### config.mk
export PLATFORM = sky130hd
export DESIGN_NAME = reg_writeback_unit
export DESIGN_NICKNAME = d
export VERILOG_FILES = /design/src/rtl/reg_writeback_unit.sv
export SDC_FILE = /design/constraint.sdc
export NUM_CORES = 1
export LEC_CHECK = 0
export CAP_MARGIN = 20
export CORE_UTILIZATION = 60
export DETAILED_ROUTE_END_ITERATION = 10
export HOLD_SLACK_MARGIN = 0.02
export PLACE_DENSITY_LB_ADDON = 0.25
export RECOVER_POWER = 50
export SLEW_MARGIN = 20
export SYNTH_ARGS = -nofsm -noshare
export SYNTH_HDL_FRONTEND = slang
export SYNTH_SLANG_ARGS = --single-unit
### constraint.sdc
create_clock -name reloj_cucu -period 11.5 [get_ports reloj_cucu]
set_input_delay 1.15 -clock reloj_cucu [delete_from_list [all_inputs] [get_ports reloj_cucu]]
set_output_delay 1.15 -clock reloj_cucu [all_outputs]
set_load 0.02 [all_outputs]
### src/rtl/reg_writeback_unit.sv
// Write-side companion of register_file: queues ALU/load results in order, retires one per cycle,
// and offers a youngest-wins bypass lookup over pending writes.
module reg_writeback_unit #(
  parameter int ADDR  = 5,
  parameter int BUS_W = 32,
  parameter int DEPTH = 4
) (
  input  logic                         reloj_cucu,
  input  logic                         reset,
  input  logic                         ld_valid,
  output logic                         ld_ready,
  input  logic [ADDR-1:0]              ld_addr,
  input  logic [BUS_W-1:0]             ld_data,
  input  logic                         alu_valid,
  output logic                         alu_ready,
  input  logic [ADDR-1:0]              alu_addr,
  input  logic [BUS_W-1:0]             alu_data,
  output logic                         r_write,
  output logic [ADDR-1:0]              rd_addr,
  output logic [BUS_W-1:0]             rd_w_data,
  input  logic [ADDR-1:0]              rs_addr,
  input  logic [ADDR-1:0]              rt_addr,
  output logic                         rs_fwd_hit,
  output logic [BUS_W-1:0]             rs_fwd_data,
  output logic                         rt_fwd_hit,
  output logic [BUS_W-1:0]             rt_fwd_data,
  output logic [$clog2(DEPTH+1)-1:0]   count
);

  localparam int PW = $clog2(DEPTH);
  localparam int CW = $clog2(DEPTH+1);

  logic [ADDR-1:0]  r_q_addr [DEPTH];
  logic [BUS_W-1:0] r_q_data [DEPTH];
  logic [PW-1:0]    r_wptr;
  logic [PW-1:0]    r_rptr;
  logic [CW-1:0]    r_count;
  logic             r_wr;
  logic [ADDR-1:0]  r_rd_addr;
  logic [BUS_W-1:0] r_rd_data;

  logic             w_full;
  logic             w_push;
  logic             w_pop;
  logic [ADDR-1:0]  w_push_addr;
  logic [BUS_W-1:0] w_push_data;
  logic [PW-1:0]    w_idx;

  assign w_full    = (r_count == CW'(DEPTH));
  assign w_pop     = (r_count != '0);
  assign ld_ready  = !w_full;
  assign alu_ready = !w_full && !ld_valid;

  // Writes to register 0 still complete the handshake but are discarded here.
  always_comb begin
    w_push      = 1'b0;
    w_push_addr = ld_addr;
    w_push_data = ld_data;
    if (ld_valid && ld_ready) begin
      w_push = (ld_addr != '0);
    end else if (alu_valid && alu_ready) begin
      w_push      = (alu_addr != '0);
      w_push_addr = alu_addr;
      w_push_data = alu_data;
    end
  end

  always_ff @(posedge reloj_cucu or posedge reset) begin
    if (reset) begin
      for (int unsigned i = 0; i < DEPTH; i++) begin
        r_q_addr[i] <= '0;
        r_q_data[i] <= '0;
      end
      r_wptr    <= '0;
      r_rptr    <= '0;
      r_count   <= '0;
      r_wr      <= 1'b0;
      r_rd_addr <= '0;
      r_rd_data <= '0;
    end else begin
      if (w_push) begin
        r_q_addr[r_wptr] <= w_push_addr;
        r_q_data[r_wptr] <= w_push_data;
        r_wptr           <= r_wptr + 1'b1;
      end
      if (w_pop) begin
        r_wr      <= 1'b1;
        r_rd_addr <= r_q_addr[r_rptr];
        r_rd_data <= r_q_data[r_rptr];
        r_rptr    <= r_rptr + 1'b1;
      end else begin
        r_wr <= 1'b0;
      end
      r_count <= r_count + CW'(w_push) - CW'(w_pop);
    end
  end

  // Scan oldest to youngest so later matches override: output register first, then head to tail.
  always_comb begin
    rs_fwd_hit  = r_wr && (r_rd_addr == rs_addr) && (rs_addr != '0);
    rs_fwd_data = rs_fwd_hit ? r_rd_data : '0;
    rt_fwd_hit  = r_wr && (r_rd_addr == rt_addr) && (rt_addr != '0);
    rt_fwd_data = rt_fwd_hit ? r_rd_data : '0;
    w_idx       = '0;
    for (int unsigned k = 0; k < DEPTH; k++) begin
      w_idx = r_rptr + PW'(k);
      if ((CW'(k) < r_count) && (r_q_addr[w_idx] == rs_addr) && (rs_addr != '0)) begin
        rs_fwd_hit  = 1'b1;
        rs_fwd_data = r_q_data[w_idx];
      end
      if ((CW'(k) < r_count) && (r_q_addr[w_idx] == rt_addr) && (rt_addr != '0)) begin
        rt_fwd_hit  = 1'b1;
        rt_fwd_data = r_q_data[w_idx];
      end
    end
  end

  assign r_write   = r_wr;
  assign rd_addr   = r_rd_addr;
  assign rd_w_data = r_rd_data;
  assign count     = r_count;

endmodule

==> qor.txt <==
status - complete, but fails checks
failing checks - capacitance limit, slew limit
largest net degree at the start of global routing - 136
DRT Wirelength - 41490 um
core area - 22090 um^2
dpl cells - 1872
Worst Setup Path Type - reg2out
clock buffer depth - 2
Post-synth EDFFs - 0
critical path peak fanout - 105
Routed Antenna Nets - 0
row cnt - 54
initial cell density of the core - 61.99%
global-route usage over all layers - 35.84%
RSZ-0062 raised after global routing - no
port buffer count - 196
Arr. time, crit path - 7380 ps
# fillers - 1677
largest cells by area after synthesis - dfrtp_1 35%, mux2_2 7.8%, mux2i_1 7.7%
Final nets - 1709
Yosys top cell area share - 35.26%
GRT overflow - 0
# setup viols final - 0
clock-pin transition on the worst setup and hold timing paths - 70 ps
Setup Fix Bufs, Post-CTS - 0
Setup TNS - 0 ps
Synthesis Warnings - 0
Initial DRT Pass Iterations - 8
Die ar. - 23440 um^2
largest area contributor in the netlist - dfrtp_1
IO Pins - 197
Leak - 6.648 nW
CTS Sinks - 193
dpl hpwl - 25430 um
Worst EP required - 10350 ps
Clock Latency Late Sink - 450 ps
Worst setup EP type - output port
Worst Skew - 21.94 ps
H-tree depth - 4
number of antenna violations at the first check in global routing - 0
Slew HR - -308.5%
routed len/inst - 21.78 um
type of origin of the critical path - register
DRC Markers - 0
sequential element share of the synthesized area - 35.26%
Hold Path Class - reg2reg
# resized after CTS - 0
worst vdd rail ir drop - 228.0 uV
Post-Syn Area - 13700 um^2
Tightest Pin Transition - 6094 ps
CTS Buf Count - 17
asr flop ratio synth - 100.0%
Main synth FF type - dfrtp_1
initial detailed-routing violation count - 1179
max_cap viols - 7
fin crit share - 74.13%
final instance count without filler cells - 1905
Die X - 153.1 um
Worst Setup SP - r_rptr[1]
synth-to-layout area growth - 18.32%
CTS tree - yes
diode count - 0
Slew Viols, Final - 492
library cells used by synthesis - 51
fin crit period - 8525 ps
worst r2r src - r_rptr[1]
hold_sp - r_q_data[18]
vias per cell - 6.687
synthesis-stage register bit count - 193
DR vias - 12738
die height - 153.1 um
most instantiated cells after synthesis - 215 x nand2_1, 200 x o21ai_0, 193 x dfrtp_1, 106 x mux2i_1, 104 x nor2_1
most frequent cell after synthesis - nand2_1
vias in the first global route - 12688
FMAX - 117.3 MHz
Power Density - 334.1 nW/um^2
Mapped Cells - 1515
layout cell share with drive strength beyond 1 - 12.00%
Hold Vio Cnt, Final - 0
syn nets - 1612
hold buffers post-CTS - 0
Avg Cell Area, Syn - 9.041 um^2
clk root buf - clkbuf_16
first-pass GRT wire length - 66410 um
gpl congestion - 0.9280
## state kept, by name, summed over array words and instances, names as in the netlist
name / cells
r_rptr: 2
rd_addr: 5
r_q_addr: 20
count: 3
r_wptr: 2
rd_w_data: 32
r_q_data: 128
r_write: 1
## final timing paths
kind	depth (start not counted)	endpoint	slack, ps
setup reg to reg	3	rd_w_data[12]	5530
hold / removal	2	r_q_data[18]	510
max in group asynchronous	3	r_q_addr[4]	3730
min in group asynchronous	2	r_wptr[0]	3020
hold reg to reg	2	r_q_data[18]	510
setup / recovery	5	rs_fwd_data[12]	2970
## placed cells by master (no fill, tap or decap), types with 33 or more instances in the layout
cell type / Yosys / final
a21oi_1: 77 / 75
o21ai_0: 200 / 200
mux4_2: 33 / 33
mux2i_1: 106 / 106
dlygate4sd3_1: 0 / 43
dfrtp_1: 193 / 193
mux2_2: 95 / 88
xnor2_1: 34 / 34
clkdlybuf4s50_1: 0 / 153
nand2_1: 215 / 212
nor2_1: 104 / 103
a221oi_1: 41 / 41
## stage by stage
step                util [%]  total power, mW  hold slack (ps)  worst slack, ps  cell area, um^2
CTS                    73.35            5.342            508.1             5005            16210
finish                 73.35            5.414            508.6             2975            16210
floorplan                  -            3.708            462.1             5094            13700
global placement       70.69            4.608            480.3             5313            15620
detailed placement     70.69            4.720            492.2             5307            15620
global route           73.35            5.772            538.3             2441            16210
## kinds of logic (layout without fill, tap and decap cells)
family,after synthesis,after routing,synth area share [%]
DFF,193,193,35.26
muxes,236,236,21.18
adders and majority gates,9,9,0.8770
AOI/OAI and AO/OA,446,446,20.91
and+or+nand+nor,411,411,12.72
buffers and inverters,163,273,5.399
xor gates and xnor gates,57,57,3.645
## routing by layer
| metal | vias up | track usage, % | share of wire, % |
|---|---|---|---|
| li1 | 5735 | - | - |
| met4 | 0 | 16.50 | 3.3 |
| met5 | - | 0 | 0 |
| met3 | 127 | 6.323 | 8.7 |
| met2 | 709 | 57.82 | 48 |
| met1 | 6167 | 47.19 | 40 |
## final cells by class
cell class	count	area, um^2	share of cell area, %
Clock buffer	18	439.2	2.710
Sequential cell	193	4830	29.80
Inverter	22	88.84	0.5482
Timing Repair Buffer	219	2140	13.20
Clock inverter	14	148.9	0.9188
Tap cell	280	350.3	2.162
Multi-Input combinational cell	1159	8209	50.66
## worst max-delay path, cell delays in order, from the launching register on
cell             delay [ps]
dfrtp_1                1770
clkbuf_1               3080
mux4_2                  820
a221oi_1                120
o31ai_1                 410
clkdlybuf4s50_1         680
## report_power, final
part	switching [mW]	leakage [nW]	internal, mW
Sequential	0.374	2.39	1.01
Combinational	1.90	3.97	1.52
Clock	0.296	0.286	0.313
Total	2.57	6.65	2.84
Power figures use the tool's default switching activity.
